[src/rtl/alu_seq.sv]
// Multi-cycle ALU with valid/ready handshake: single-cycle logic/add/sub,
// iterative one-bit-per-cycle shifts and a shift-add multiplier with registered flags.
module alu_seq #(
    parameter int WIDTH     = 18,
    parameter int IMM_WIDTH = 6,
    parameter int SHW       = $clog2(WIDTH)
) (
    input  logic                 clk,
    input  logic                 rst_n,
    input  logic                 in_valid,
    output logic                 in_ready,
    input  logic [2:0]           op,
    input  logic [WIDTH-1:0]     src1,
    input  logic [WIDTH-1:0]     src2,
    input  logic [IMM_WIDTH-1:0] imm,
    input  logic                 imm_sel,
    output logic [WIDTH-1:0]     result,
    output logic                 flag_z,
    output logic                 flag_n,
    output logic                 flag_c,
    output logic                 flag_v,
    output logic                 out_valid,
    input  logic                 out_ready
);

    // One extra counter bit so a count of WIDTH fits even when WIDTH is a power of two.
    localparam int CW = SHW + 1;
    localparam logic [CW-1:0] CNT_W = CW'(WIDTH);
    localparam logic [CW-1:0] CNT_1 = CW'(1);

    localparam logic [2:0] OP_ADD  = 3'b000;
    localparam logic [2:0] OP_AND  = 3'b001;
    localparam logic [2:0] OP_NAND = 3'b010;
    localparam logic [2:0] OP_NOR  = 3'b011;
    localparam logic [2:0] OP_SUB  = 3'b100;
    localparam logic [2:0] OP_SHL  = 3'b101;
    localparam logic [2:0] OP_SRA  = 3'b110;
    localparam logic [2:0] OP_MUL  = 3'b111;

    typedef enum logic [1:0] {
        IDLE = 2'b00,
        BUSY = 2'b01,
        DONE = 2'b10
    } state_t;

    state_t               state;
    logic [2:0]           op_q;
    logic [WIDTH-1:0]     a_q;
    logic [WIDTH-1:0]     b_q;
    logic [2*WIDTH-1:0]   mcand_q;
    logic [2*WIDTH-1:0]   acc_q;
    logic [CW-1:0]        cnt_q;

    logic [WIDTH-1:0]     opnd_b;
    logic [CW-1:0]        shamt_raw;
    logic [CW-1:0]        shamt;
    logic                 is_sub;
    logic [WIDTH-1:0]     b_eff;
    logic [WIDTH:0]       sum_ext;
    logic                 add_v;
    logic [WIDTH-1:0]     shift_next;
    logic [2*WIDTH-1:0]   mul_sum;

    logic                 fin_load;
    logic [WIDTH-1:0]     fin_result;
    logic                 fin_c;
    logic                 fin_v;

    assign in_ready = (state == IDLE);

    assign opnd_b    = imm_sel ? {{(WIDTH-IMM_WIDTH){imm[IMM_WIDTH-1]}}, imm} : src2;
    assign shamt_raw = {1'b0, opnd_b[SHW-1:0]};
    assign shamt     = (shamt_raw >= CNT_W) ? CNT_W : shamt_raw;

    // SUB reuses the adder as A + ~B + 1, so carry out doubles as no-borrow.
    assign is_sub  = (op == OP_SUB);
    assign b_eff   = is_sub ? ~opnd_b : opnd_b;
    assign sum_ext = {1'b0, src1} + {1'b0, b_eff} + {{WIDTH{1'b0}}, is_sub};
    assign add_v   = (src1[WIDTH-1] == b_eff[WIDTH-1]) && (sum_ext[WIDTH-1] != src1[WIDTH-1]);

    assign shift_next = (op_q == OP_SHL) ? {a_q[WIDTH-2:0], 1'b0}
                                         : {a_q[WIDTH-1], a_q[WIDTH-1:1]};
    assign mul_sum    = acc_q + (b_q[0] ? mcand_q : {(2*WIDTH){1'b0}});

    // Value and carry/overflow that get latched on the edge that enters DONE.
    always_comb begin
        fin_load   = 1'b0;
        fin_result = '0;
        fin_c      = 1'b0;
        fin_v      = 1'b0;
        case (state)
            IDLE: begin
                if (in_valid) begin
                    case (op)
                        OP_ADD, OP_SUB: begin
                            fin_load   = 1'b1;
                            fin_result = sum_ext[WIDTH-1:0];
                            fin_c      = sum_ext[WIDTH];
                            fin_v      = add_v;
                        end
                        OP_AND: begin
                            fin_load   = 1'b1;
                            fin_result = src1 & opnd_b;
                        end
                        OP_NAND: begin
                            fin_load   = 1'b1;
                            fin_result = ~(src1 & opnd_b);
                        end
                        OP_NOR: begin
                            fin_load   = 1'b1;
                            fin_result = ~(src1 | opnd_b);
                        end
                        OP_SHL, OP_SRA: begin
                            if (shamt == '0) begin
                                fin_load   = 1'b1;
                                fin_result = src1;
                            end
                        end
                        default: ;
                    endcase
                end
            end
            BUSY: begin
                if (cnt_q == CNT_1) begin
                    fin_load = 1'b1;
                    if (op_q == OP_MUL) begin
                        fin_result = mul_sum[WIDTH-1:0];
                        fin_v      = |mul_sum[2*WIDTH-1:WIDTH];
                    end else begin
                        fin_result = shift_next;
                    end
                end
            end
            default: ;
        endcase
    end

    always_ff @(posedge clk or negedge rst_n) begin
        if (!rst_n) begin
            state     <= IDLE;
            op_q      <= '0;
            a_q       <= '0;
            b_q       <= '0;
            mcand_q   <= '0;
            acc_q     <= '0;
            cnt_q     <= '0;
            result    <= '0;
            flag_z    <= 1'b0;
            flag_n    <= 1'b0;
            flag_c    <= 1'b0;
            flag_v    <= 1'b0;
            out_valid <= 1'b0;
        end else begin
            case (state)
                IDLE: begin
                    if (in_valid) begin
                        op_q    <= op;
                        a_q     <= src1;
                        b_q     <= opnd_b;
                        mcand_q <= {{WIDTH{1'b0}}, src1};
                        acc_q   <= '0;
                        if (fin_load) begin
                            state     <= DONE;
                            out_valid <= 1'b1;
                        end else begin
                            state <= BUSY;
                            cnt_q <= (op == OP_MUL) ? CNT_W : shamt;
                        end
                    end
                end
                BUSY: begin
                    a_q     <= shift_next;
                    b_q     <= {1'b0, b_q[WIDTH-1:1]};
                    mcand_q <= {mcand_q[2*WIDTH-2:0], 1'b0};
                    acc_q   <= mul_sum;
                    cnt_q   <= cnt_q - CNT_1;
                    if (cnt_q == CNT_1) begin
                        state     <= DONE;
                        out_valid <= 1'b1;
                    end
                end
                DONE: begin
                    if (out_ready) begin
                        state     <= IDLE;
                        out_valid <= 1'b0;
                    end
                end
                default: state <= IDLE;
            endcase

            if (fin_load) begin
                result <= fin_result;
                flag_z <= (fin_result == '0);
                flag_n <= fin_result[WIDTH-1];
                flag_c <= fin_c;
                flag_v <= fin_v;
            end
        end
    end

endmodule

[config.mk]
export PLATFORM = sky130hd
export DESIGN_NAME = alu_seq
export DESIGN_NICKNAME = d
export VERILOG_FILES = /design/src/rtl/alu_seq.sv
export SDC_FILE = /design/constraint.sdc
export NUM_CORES = 1
export LEC_CHECK = 0
export CAP_MARGIN = 5
export CORE_ASPECT_RATIO = 1.1
export CORE_MARGIN = 8
export CORE_UTILIZATION = 55
export CTS_CLUSTER_SIZE = 8
export DETAILED_ROUTE_END_ITERATION = 16
export PLACE_DENSITY = 0.87
export SLEW_MARGIN = 20
export SYNTH_ARGS = -nofsm -noshare
export SYNTH_HDL_FRONTEND = slang
export SYNTH_SLANG_ARGS = --single-unit
export TNS_END_PERCENT = 100
[constraint.sdc]
create_clock -name clk -period 9 [get_ports clk]
set_input_delay 1.8 -clock clk [delete_from_list [all_inputs] [get_ports clk]]
set_output_delay 1.8 -clock clk [all_outputs]
set_load 0.01 [all_outputs]
==> results_dict.tcl <==
set metrics [dict create \
    status "finished clean" \
    ctsHtreeMaxLevel 4 \
    cap_violations 0 \
    slew_headroom_pct 30.8 \
    ys_types 79 \
    antenna_found_initial 0 \
    setup_slack_ns 2.93 \
    fin_cells 1610 \
    syn-cell-area_um2 10700 \
    holdWs_ns 0.480 \
    dr.first_iter.drc_count 1180 \
    ir_drop_v 0.000175 \
    synth-adder-area-share_pct 7.72 \
    p_sw_uw 1800 \
    setup-tns-final_ns 0 \
    syn_area_per_cell_um2 8.11 \
    ioPinCount 74 \
    cts_resized 0 \
    setup_viol 0 \
    yosys.area_share.simple_pct 20.5 \
    seq_area_frac_synth_pct 33.0 \
    grt_pass1_wl_um 54500 \
    clockBufferDepth 2 \
    slowest_delay_ns 1.06 \
    grtUsageMet1_pct 34.9 \
    routed_wl_um 34300 \
    fill_cells 1611 \
    layout.nets 1460 \
    holdPathStages 2 \
    rr_startpoint "b_q[0]$_DFFE_PN0P_" \
    die_w_um 149 \
    yosysTopAreaCell "dfrtp_1" \
    gp_congestion 0.961 \
    p_leak_uw 0.00543 \
    reg2regPathDepth 13 \
    firstDrtPassIters 5 \
    end_kind "flip-flop" \
    power_per_cell_area_nw_per_um2 322 \
    min_path_type "flip-flop to flip-flop" \
    diodes 0 \
    syn-num-nets 1429 \
    io_buffer_count 73 \
    r2r_end "flag_v$_DFFE_PN0P_" \
    synthXorXnorAreaFrac_pct 5.24 \
    synth_top_area_share_pct 33.0 \
    synth_cells 1319 \
    synth_top_family_by_area "compound AO/OA/AOI/OAI gates" \
    vias 10406 \
    synth_area_leaders "dfrtp_1 (33%), nand2_1 (7.2%), ha_1 (6.8%)" \
    p_int_uw 2120 \
    hpwl_um 24700 \
    avgRoutedWirePerCell_um 21.3 \
    cts-root-buf "clkbuf_16" \
    slew_viol_final 0 \
    power.share.clock_pct 18.2 \
    synth_compound_area_share_pct 25.7 \
    holdBufCountCts 0 \
    cts_tree "built" \
    arrival_ns 6.44 \
    crit_fanout 21 \
    die_h_um 162 \
    cts_setup_buffers 0 \
    critPathSlowestCell "clkdlybuf4s50_1" \
    cts_buffers 17 \
    grt.busiest_layer "met2" \
    pwr-share-seq_pct 30.3 \
    path_cells "clkdlybuf4s50_1, mux2i_1, mux2_4, clkinv_2, fa_1, o21ai_0, a31oi_1, o21ai_0, a31oi_1, a21oi_1, xor2_1, a221oi_1, a2bb2oi_1, a22o_1" \
    path_class "input port to flip-flop" \
    track_usage_pct 28.2 \
    yosys_warnings 0 \
    synth_flop_cell "dfrtp_1" \
    worstSkewPairLatency_ns 0.43 \
    synth_commonest_cells "nand2_1 (205), dfrtp_1 (141), o21ai_0 (136)" \
    min_period_over_period_pct 67.5 \
    pre_cts_ws_ns 2.55 \
    min_period_ns 6.07 \
    synth_mux_area_share_pct 3.92 \
    met2_usage_pct 47.1 \
    ys_seq_elements 141 \
    syn_to_final_growth_pct 13.7 \
    tightest_slew_ns 1.04 \
    dieArea_um2 24200 \
    core_area_um2 19100 \
    grt_max_degree 91 \
    rrSetupSlack_ns 4.37 \
    row_count 53 \
    dp.cells 1578 \
    grt_overflow 0 \
    postRouteAntennaNets 0 \
    viasPerCell 6.46 \
    synth_most_common_cell "nand2_1" \
    skew_ns 0.00903 \
    min-delay-start "b_q[2]$_DFFE_PN0P_" \
    clk_pin_slew_worst_paths_ns 0.06 \
    min_to "b_q[2]$_DFFE_PN0P_" \
    cts_sinks 141 \
    hold_viol_final 0 \
    start_util_pct 56.0 \
    cp_data_required_time_ns 9.37 \
    drc 0 \
    power_uw 3910 \
    met3_usage_pct 4.70 \
    synth_edf_count 0 \
    combPwrFrac_pct 51.6 \
    crit_path_start_kind "input port" \
    async_flop_share_pct 100 \
    fmax_mhz 165 \
    grt_pass1_vias 10209 \
    rsz0062_at_grt "no" \
    switching_share_pct 45.9 \
    drive_gt1_share_pct 5.87 \
]
power groups by stage:
stage               registers [uW]  logic [uW]  clock network, uW
floorplan                     1100        1390                  0
global placement              1170        1900                  0
detailed placement            1180        1960                  0
CTS                           1180        1980                717
global route                  1210        2200                742
finish                        1180        2020                711
flip-flops by register name (all words and copies together) (netlist names):
signal and flops:
flag_v 1, b_q 18, cnt_q 6, out_valid 1, flag_z 1, state 2
mcand_q 36, op_q 3, acc_q 36, result 18, a_q 18, flag_c 1
cell usage in the layout (no fill, tap or decap), drive strengths merged, types with 14 or more instances in the layout:
cell           instances
a22oi                 36
nand3                 59
a221o                 14
nand4                 14
a21o                  36
dfrtp                141
nand2                205
a31oi                 15
clkbuf                20
and2                  44
a211oi                14
xor2                  29
nor3                  17
buf                   16
mux2i                 28
a21oi                108
clkdlybuf4s50         72
inv                   27
ha                    58
nor2                  86
xnor2                 35
o21ai                140
worst max-delay path: cells and delay by family:
| kind | cells | cell delay [ns] |
|---|---|---|
| AO/OA/AOI/OAI | 8 | 2.18 |
| XOR/XNOR | 1 | 0.10 |
| adder cells (fa/ha/maj) | 1 | 0.41 |
| buffers and inverters | 2 | 1.18 |
| multiplexers | 2 | 0.76 |
metrics by stage:
stage | cell area (um2) | utilization [%]
finish | 12200 | 63.6
global route | 12200 | 63.6
CTS | 12200 | 63.6
detailed placement | 11600 | 60.6
global placement | 11500 | 60.5
floorplan | 10700 | -
routing by layer:
metal	routed length [um]	vias up
li1	-	4831
met4	1390	0
met5	0	-
met1	14200	5040
met3	2110	96
met2	16600	439
area by class of cell:
cell class | instances | area (um2) | area share, %
Timing Repair Buffer | 88 | 857 | 7.05
Inverter | 25 | 95.1 | 0.782
Sequential cell | 141 | 3530 | 29.0
Clock inverter | 12 | 136 | 1.12
Tap cell | 247 | 309 | 2.54
Multi-Input combinational cell | 1077 | 6780 | 55.8
Clock buffer | 20 | 447 | 3.68
cells by family (layout without fill, tap and decap cells):
| logic type | after synthesis | in the layout |
|---|---|---|
| buffers and inverters | 101 | 145 |
| AO/OA/AOI/OAI | 432 | 432 |
| flip-flops | 141 | 141 |
| multiplexers | 40 | 40 |
| adder cells (fa/ha/maj) | 66 | 66 |
| XOR/XNOR | 64 | 64 |
| AND/OR/NAND/NOR | 475 | 475 |
worst max-delay path by stage:
stage	startpoint	endpoint	slack [ns]	cells past startpoint
after CTS	imm_sel	flag_z$_DFFE_PN0P_	3.00	14
after global placement	imm_sel	flag_z$_DFFE_PN0P_	2.70	14
after detailed placement	imm_sel	flag_z$_DFFE_PN0P_	2.55	14
final	imm_sel	flag_z$_DFFE_PN0P_	2.93	14
after floorplan	op[1]	flag_z$_DFFE_PN0P_	3.79	15
after global routing	imm_sel	flag_z$_DFFE_PN0P_	2.56	14
Power figures use the tool's default switching activity.
